$ cat src/rtl/wb_write_sequencer_pkg.sv
// Shared types for the write-back sequencer.
// State encoding and the hardwired zero register.
package wb_write_sequencer_pkg;

  typedef enum logic {
    S_IDLE    = 1'b0,
    S_WRITE_B = 1'b1
  } wb_state_t;

  localparam int unsigned ZERO_REG = 0;

  function automatic logic is_zero_reg(
    input logic [31:0] addr
  );
    return addr == 32'(ZERO_REG);
  endfunction

endpackage

$ cat src/rtl/wb_write_sequencer.sv
// Write-back sequencer: picks ALU or load data and
// serialises dual writes onto one register-file port.
module wb_write_sequencer
  import wb_write_sequencer_pkg::*;
#(
  parameter int DATA_WIDTH     = 32,
  parameter int REG_ADDR_WIDTH = 5
) (
  input  logic                      clk,
  input  logic                      rst_n,
  input  logic                      write_back_mux_sel_in,
  input  logic [DATA_WIDTH-1:0]     alu_data_in,
  input  logic [DATA_WIDTH-1:0]     hi_data_in,
  input  logic [DATA_WIDTH-1:0]     mem_data_in,
  input  logic                      mem_data_valid_in,
  input  logic [REG_ADDR_WIDTH-1:0] reg_a_wr_addr_in,
  input  logic [REG_ADDR_WIDTH-1:0] reg_b_wr_addr_in,
  input  logic                      reg_a_wr_en_in,
  input  logic                      reg_b_wr_en_in,
  output logic                      rf_wr_en_out,
  output logic [REG_ADDR_WIDTH-1:0] rf_wr_addr_out,
  output logic [DATA_WIDTH-1:0]     rf_wr_data_out,
  output logic                      stall_out,
  output logic                      mem_data_ack_out
);

  wb_state_t state;
  wb_state_t next_state;

  logic [REG_ADDR_WIDTH-1:0] b_addr_q;
  logic [DATA_WIDTH-1:0]     b_data_q;

  logic                      idle;
  logic                      load_wait;
  logic [DATA_WIDTH-1:0]     data_a;

  logic                      issue;
  logic                      latch_b;
  logic [REG_ADDR_WIDTH-1:0] wr_addr;
  logic [DATA_WIDTH-1:0]     wr_data;

  assign idle   = (state == S_IDLE);
  assign data_a = write_back_mux_sel_in
                ? mem_data_in
                : alu_data_in;

  // A load whose data has not arrived holds the instruction
  assign load_wait = idle
                   & reg_a_wr_en_in
                   & write_back_mux_sel_in
                   & ~mem_data_valid_in;

  // Stall covers the load wait and the second write cycle
  always_comb begin
    stall_out = ~idle | load_wait;
  end

  // Load data is consumed in the cycle write A is issued
  always_comb begin
    mem_data_ack_out = idle
                     & reg_a_wr_en_in
                     & write_back_mux_sel_in
                     & mem_data_valid_in;
  end

  // Next-state: a dual write spends one extra cycle on B
  always_comb begin
    next_state = state;
    unique case (state)
      S_IDLE: begin
        if (!load_wait &&
            reg_a_wr_en_in &&
            reg_b_wr_en_in) begin
          next_state = S_WRITE_B;
        end
      end
      S_WRITE_B: next_state = S_IDLE;
      default:   next_state = S_IDLE;
    endcase
  end

  // Output decode: which write (if any) goes out this cycle
  always_comb begin
    issue   = 1'b0;
    latch_b = 1'b0;
    wr_addr = b_addr_q;
    wr_data = b_data_q;
    unique case (state)
      S_IDLE: begin
        if (load_wait) begin
          issue = 1'b0;
        end else if (reg_a_wr_en_in) begin
          issue   = 1'b1;
          wr_addr = reg_a_wr_addr_in;
          wr_data = data_a;
          latch_b = reg_b_wr_en_in;
        end else if (reg_b_wr_en_in) begin
          issue   = 1'b1;
          wr_addr = reg_b_wr_addr_in;
          wr_data = hi_data_in;
        end
      end
      S_WRITE_B: begin
        issue = 1'b1;
      end
      default: begin
        issue = 1'b0;
      end
    endcase
  end

  // State, B latch and registered write port
  always_ff @(posedge clk) begin
    if (!rst_n) begin
      state          <= S_IDLE;
      b_addr_q       <= '0;
      b_data_q       <= '0;
      rf_wr_en_out   <= 1'b0;
      rf_wr_addr_out <= '0;
      rf_wr_data_out <= '0;
    end else begin
      state        <= next_state;
      rf_wr_en_out <= issue &
                      ~is_zero_reg(32'(wr_addr));
      if (issue) begin
        rf_wr_addr_out <= wr_addr;
        rf_wr_data_out <= wr_data;
      end
      if (latch_b) begin
        b_addr_q <= reg_b_wr_addr_in;
        b_data_q <= hi_data_in;
      end
    end
  end

endmodule
$ cat config.mk
export PLATFORM = sky130hd
export DESIGN_NAME = wb_write_sequencer
export DESIGN_NICKNAME = d
export VERILOG_FILES = /design/src/rtl/wb_write_sequencer_pkg.sv /design/src/rtl/wb_write_sequencer.sv
export SDC_FILE = /design/constraint.sdc
export NUM_CORES = 1
export LEC_CHECK = 0
export CORE_ASPECT_RATIO = 1.1
export CORE_UTILIZATION = 35
export CTS_BUF_LIST = sky130_fd_sc_hd__clkbuf_8
export DETAILED_ROUTE_END_ITERATION = 6
export GPL_TIMING_DRIVEN = 0
export PLACE_DENSITY_LB_ADDON = 0.12
export RECOVER_POWER = 25
export SLEW_MARGIN = 25
export SYNTH_ARGS = -nofsm -noshare
export SYNTH_HDL_FRONTEND = slang
export SYNTH_SLANG_ARGS = --single-unit
export TNS_END_PERCENT = 100
$ cat constraint.sdc
create_clock -name clk -period 1.9 [get_ports clk]
set_clock_uncertainty 0.15 [all_clocks]
set_input_delay 0.285 -clock clk [delete_from_list [all_inputs] [get_ports clk]]
set_output_delay 0.285 -clock clk [all_outputs]
set_load 0.01 [all_outputs]
==> flow_metrics.env, run 1 <==
export IMPL_status="complete, no violations"
export IMPL_finalSetupViolCount=0
export IMPL_dp_cells=775
export IMPL_wl_met2_um=6530
export IMPL_wl_met1_um=5650
export IMPL_diodes=0
export IMPL_critPathLaunchType="input pin"
export IMPL_r2r_cells=4
export IMPL_numPortBuffers=149
export IMPL_power_per_cell_area_nw_per_um2=719
export IMPL_worst_slew_pin_slew_ps=682
export IMPL_r2r_setup_slack_ps=90
export IMPL_power_leakage_nw=2.52
export IMPL_htreeDepth=3
export IMPL_ys_ff_latch=76
export IMPL_clk_path_buf_depth=2
export IMPL_min_period_ps=1860
export IMPL_cts_tree="built"
export IMPL_ant_nets=0
export IMPL_path_max_fanout=10
export IMPL_seqPwrFrac_pct=41.9
export IMPL_relSlewSlack_pct=54.5
export IMPL_start_util_pct=36.1
export IMPL_synth_avg_cell_area_um2=8.21
export IMPL_antenna_found_initial=0
export IMPL_cp_endpoint="rf_wr_data_out[3]"
export IMPL_synth_area_leaders="dfxtp_1, mux2i_1, a21oi_1"
export IMPL_syn_nets=591
export IMPL_grt_total_usage_pct=23.2
export IMPL_drv_cap=0
export IMPL_endpoint_kind="flop"
export IMPL_dpl_instance_area_um2=5610
export IMPL_async_flop_share_pct=0
export IMPL_slew_viol_final=0
export IMPL_fin_area_um2=5890
export IMPL_yosysSeqAreaShare_pct=38.7
export IMPL_critPathLaunch="rst_n"
export IMPL_ys_types=36
export IMPL_wirelength_um=13300
export IMPL_ios=152
export IMPL_vdd_drop_max_mv=0.441
export IMPL_synth_top_family_by_area="compound AO/OA/AOI/OAI gates"
export IMPL_viasPerCell=5.07
export IMPL_syn_to_final_growth_pct=49.7
export IMPL_fp_row_count=40
export IMPL_remaining_drc_errors=0
export IMPL_cp_data_arrival_time_ps=1900
export IMPL_layout_nets=753
export IMPL_synthMuxAreaShare_pct=16.6
export IMPL_cts_sinks=76
export IMPL_die_area_um2=11700
export IMPL_synthSimpleGateAreaFrac_pct=17.6
export IMPL_fin_hold_ws_ps=240
export IMPL_clkPwrFrac_pct=33.9
export IMPL_drive_above_1_share_pct=7.76
export IMPL_combPwrFrac_pct=24.2
export IMPL_power_switching_w=0.00110
export IMPL_cts_reportedPaths_clkPinSlew_ps=80
export IMPL_place_congestion=0.902
export IMPL_ys_warn_count=0
export IMPL_p_int_w=0.00313
export IMPL_yosysTopAreaCell="dfxtp_1"
export IMPL_worstReg2RegStart="state"
export IMPL_synthXorXnorAreaFrac_pct=0
export IMPL_dp_hpwl_um=9640
export IMPL_grt_overflow=0
export IMPL_core_area_um2=10900
export IMPL_fill_cells=1113
export IMPL_r2r_end="rf_wr_data_out[3]"
export IMPL_crit_type="in -> reg"
export IMPL_fin_cells=791
export IMPL_grt_pass1_vias=3911
export IMPL_rsz0062_at_grt="no"
export IMPL_syn_area_um2=3930
export IMPL_hp_class="in -> reg"
export IMPL_sw_frac_of_total_pct=26.0
export IMPL_fin_crit_sh_pct=98.0
export IMPL_first_pass_iters=5
export IMPL_grt_first_pass_wirelength_um=20300
export IMPL_syn_inst=479
export IMPL_vias=4008
export IMPL_finalHoldViolCount=0
export IMPL_synth_edf_count=0
export IMPL_mostFrequentLayoutCells="clkdlybuf4s50_1, nand2_1, dfxtp_1"
export IMPL_crit_required_ps=1940
export IMPL_die_h_um=113
export IMPL_dr_first_iter_drc_count=173
export IMPL_synth_top_area_share_pct=38.7
export IMPL_top_layer="met4"
export IMPL_clock_latency_ps=340
export IMPL_synth_fa_ha_area_share_pct=0
export IMPL_fmax_ghz=0.537
export IMPL_final_common_cell="clkdlybuf4s50_1"
export IMPL_synth_compound_area_share_pct=20.3
export IMPL_wl_per_cell_um=16.8
export IMPL_grt_start_max_net_pins=13
export IMPL_die_width_um=103
export IMPL_cts_buffers=9
export IMPL_dr_wl_met3_um=884
export IMPL_ctsRootBufferMaster="clkbuf_8"
export IMPL_synthFlopType="dfxtp_1"
## repair_timing
action | in CTS | in global routing
buffers inserted | 2 | 0
endpoints found under the setup margin | 46 | 58
hold buffers | 0 | 0
gates resized for setup | 10 | 13
pin swaps | 0 | 0
endpoints found under the hold margin | 0 | 0
## final cells by class
cell class	count	area, um2	area share, %
multi-input cells	358	2160	36.7
flip-flops and latches	76	1520	25.9
repair buffers	151	1510	25.6
plain buffers	43	282	4.78
well taps	147	184	3.12
clock buffers	9	124	2.10
clock inverters	5	103	1.74
inverters	2	7.51	0.127
## logic make-up after synthesis
kind of cell,after synthesis
AO/OA/AOI/OAI,127
flip-flops,76
buffers and inverters,45
multiplexers,65
AND/OR/NAND/NOR,166
## through the flow
stage                     worst slack (ps)  TNS [ps]  utilization [%]  power, W
final                                 37.9         0             54.0   0.00423
after global routing                  1.10         0             54.0   0.00441
after CTS                             23.5         0             53.8   0.00427
after detailed placement              -732    -32530             51.4   0.00284
after global placement                -728    -31960             51.4   0.00283
after floorplan                        284         0                -   0.00229
## synthesized netlist by cell type, types with 2 or more instances
cell and number:
mux2i_1 64, nand2_1 79, dfxtp_1 76, o21ai_0 3
buf_2 13, a211oi_1 36, nand2b_1 3, buf_12 4
or3b_1 2, nor2b_1 3, a22oi_1 19, nor2_1 67
clkbuf_1 21, a21oi_1 60, buf_1 2, buf_6 2
and3_1 2, or3_1 3, a21o_1 3
## flip-flops by register name, summed over array words and instances, names as in the netlist
signal and count:
state 1, rf_wr_addr_out 5, rf_wr_data_out 32, b_data_q 32
b_addr_q 5, rf_wr_en_out 1
## worst min path at each step
stage / startpoint / end / slack, ps / depth (start not counted)
2_1_floorplan: reg_b_wr_addr_in[3] / b_addr_q[3] / 270 / 2
3_3_place_gp: b_data_q[22] / b_data_q[22] / 290 / 2
3_5_place_dp: b_data_q[20] / b_data_q[20] / 300 / 2
4_1_cts: reg_b_wr_en_in / rf_wr_addr_out[0] / 260 / 4
5_1_grt: reg_b_wr_en_in / rf_wr_addr_out[0] / 270 / 4
6_report: reg_b_wr_en_in / rf_wr_addr_out[0] / 240 / 4
## power by group through the flow
stage / Clock [W] / Combinational [W] / Sequential [W]
5_1_grt: 0.00152 / 0.00111 / 0.00178
2_1_floorplan: 0 / 0.000458 / 0.00184
4_1_cts: 0.00145 / 0.00104 / 0.00177
6_report: 0.00144 / 0.00102 / 0.00177
3_3_place_gp: 0 / 0.00102 / 0.00181
3_5_place_dp: 0 / 0.00103 / 0.00181
## critical path, cell delays in order
cell,delay (ps)
clkdlybuf4s50_1,460
inv_1,120
clkbuf_1,410
clkbuf_1,510
a211oi_1,100
## per-layer routing
metal | vias to the layer above | global-route usage [%]
met5 | - | 0
met4 | 0 | 8.17
met3 | 14 | 4.20
met2 | 149 | 39.1
met1 | 1843 | 29.4
li1 | 2002 | -
Note: power is estimated with default switching activity, not from simulation.
==> inputs of run 2 (changes only) <==
--- a/config.mk
+++ b/config.mk
@@ -12,7 +12,6 @@
 export GPL_TIMING_DRIVEN = 0
 export PLACE_DENSITY_LB_ADDON = 0.12
 export RECOVER_POWER = 25
-export SLEW_MARGIN = 25
 export SYNTH_ARGS = -nofsm -noshare
 export SYNTH_HDL_FRONTEND = slang
 export SYNTH_SLANG_ARGS = --single-unit
==> results of run 2 <==
The final DEF is identical to that of run 1; final timing and power are the same.
==> RTL change: new RTL, settings of run 2 <==
Reset style: asynchronous (`rst_n`), changed in one clocked block.
--- a/src/rtl/wb_write_sequencer.sv
+++ b/src/rtl/wb_write_sequencer.sv
@@ -110,7 +110,7 @@
   end
 
   // State, B latch and registered write port
-  always_ff @(posedge clk) begin
+  always_ff @(posedge clk or negedge rst_n) begin
     if (!rst_n) begin
       state          <= S_IDLE;
       b_addr_q       <= '0;
Check against the original RTL: differs if rst_n is asserted again (counterexample within 4 cycles, from zero or initial values and one cycle with rst_n low); with rst_n held inactive, the same outputs for 4 cycles.
==> RTL change against run 2 <==
Power up 20%. Combinational power up 32%. Worst hold slack better by 0.084 ns. Synthesized area up 0.51%. Register-to-register slack worse by 0.02 ns. Sequential cell count unchanged. Critical path type is now reg -> reg. Final area up 4.0%. Setup slack better by 0.035 ns. Die area up 0.50%. Critical path depth up 1. Routed wire length down 11%.
==> RTL change: results (changes against run 2) <==
Met3 usage: 2.70% (-1.5 points)
Leakage power: 2.59 nW (+2.8%)
R2R Setup Slk: 0.07 ns (-0.02 ns)
Min-delay worst type: reg -> reg
Final #Nets: 674 (-10%)
Placed insts: 685 (-12%)
Total Wirelength: 11.8 mm (-11%)
Critical Path Start: state
Hold Path Origin: b_data_q[8]
Status: finished clean
Syn Area/Cell: 10.2 µm² (+24%)
Met1 usage: 25.8% (-3.6 points)
Peak VDD IR: 0.000376 V (-15%)
Max incr delay on CP: 0.41 ns (-0.10 ns)
Async S/R FF share, synth: 100% (+100 points)
Pin count of the biggest net entering global routing: 40 (+27)
Share of post-route cells with drive strength above 1: 18.5% (+11 points)
DP HPWL: 8.35 mm (-13%)
Routed length on met2: 6.13 mm (-6.1%)
Post-synthesis cell type count: 33 (-8.3%)
Pin slew with the least headroom to its limit: 0.999 ns (+0.317 ns)
Dominant cell type by area after synthesis: dfrtp_1
Crit path capture: rf_wr_en_out
GR Util All Layers: 20.6% (-2.6 points)
GPL Wtd Cong: 0.785 (-13%)
Sequential share of the synthesized area: 48.1% (+9.4 points)
Commonest cells in the netlist: dfrtp_1, nand2_1, o21ai_0, mux2_2, a211oi_1
Buffers on Ports: 150 (+0.67%)
Global Route met2 Usage: 35.9% (-3.2 points)
Vias in the first global route: 3615 (-7.6%)
Crit path max fanout: 4 (-6)
Reg2Reg Depth: 6 (+2)
Metal-1 WL: 5.23 mm (-7.4%)
Via-per-instance ratio: 5.08 (+0.23%)
Pre-antenna DRT Iters: 4 (-1)
[RTL change: changes by cell type after synthesis, sizes merged, moves of 7 or more]
cell           run 2  this run
dfrtp              0        76
dfxtp             76         0
mux2               1        41
nand2             79        39
nor2              67        32
o21ai              4        38
mux2i             64        31
a21oi             60        32
a22oi             19         1
clkbuf            21        14
[RTL change: kinds of logic (layout without fill, tap and decap cells)]
group	Yosys count	count (layout)	share of synthesized area, %
AO/OA/AOI/OAI	114	114	17.2
buffers and inverters	36	216	4.87
flip-flops	76	76	48.1
multiplexers	72	72	19.9
AND/OR/NAND/NOR	89	89	9.87
[RTL change: what timing repair did]
item,CTS,global route
endpoints found under the hold margin,37,0
hold buffers,1,0
endpoints found under the setup margin,57,56
buffers inserted,8,5
gates resized for setup,33,10
pin swaps,1,3
[RTL change: per-stage QoR]
step           worst slack [ns]  hold slack [ns]   TNS, ns
2_1_floorplan             0.190           -0.161         0
3_3_place_gp              -2.34            0.304   -208.99
3_5_place_dp             -0.751            0.142    -32.81
4_1_cts                 -0.0379            0.301   -0.0379
5_1_grt                -0.00494            0.356  -0.00535
6_report                 0.0729            0.324         0
[RTL change: tightest hold or removal path, delay by kind of cell, from the launching register on]
kind	cells	cell delay [ns]
flops	1	0.34
simple gates	1	0.05
compound gates	1	0.05
[RTL change: final cells by class]
cell class | count | area, µm²
Buffer | 32 | 244
Clock buffer | 10 | 138
Clock inverter | 6 | 128
Fill cell | 983 | 4840
Inverter | 3 | 15.0
Multi-Input combinational cell | 275 | 1890
Sequential cell | 76 | 1900
Tap cell | 147 | 184
Timing Repair Buffer | 165 | 1620
[RTL change: report_power, final]
group          internal (mW)  leakage (nW)  switching, mW
registers               1.92         0.905          0.165
logic                  0.810          1.55          0.544
clock network           1.03         0.139          0.610
total                   3.76          2.59           1.32
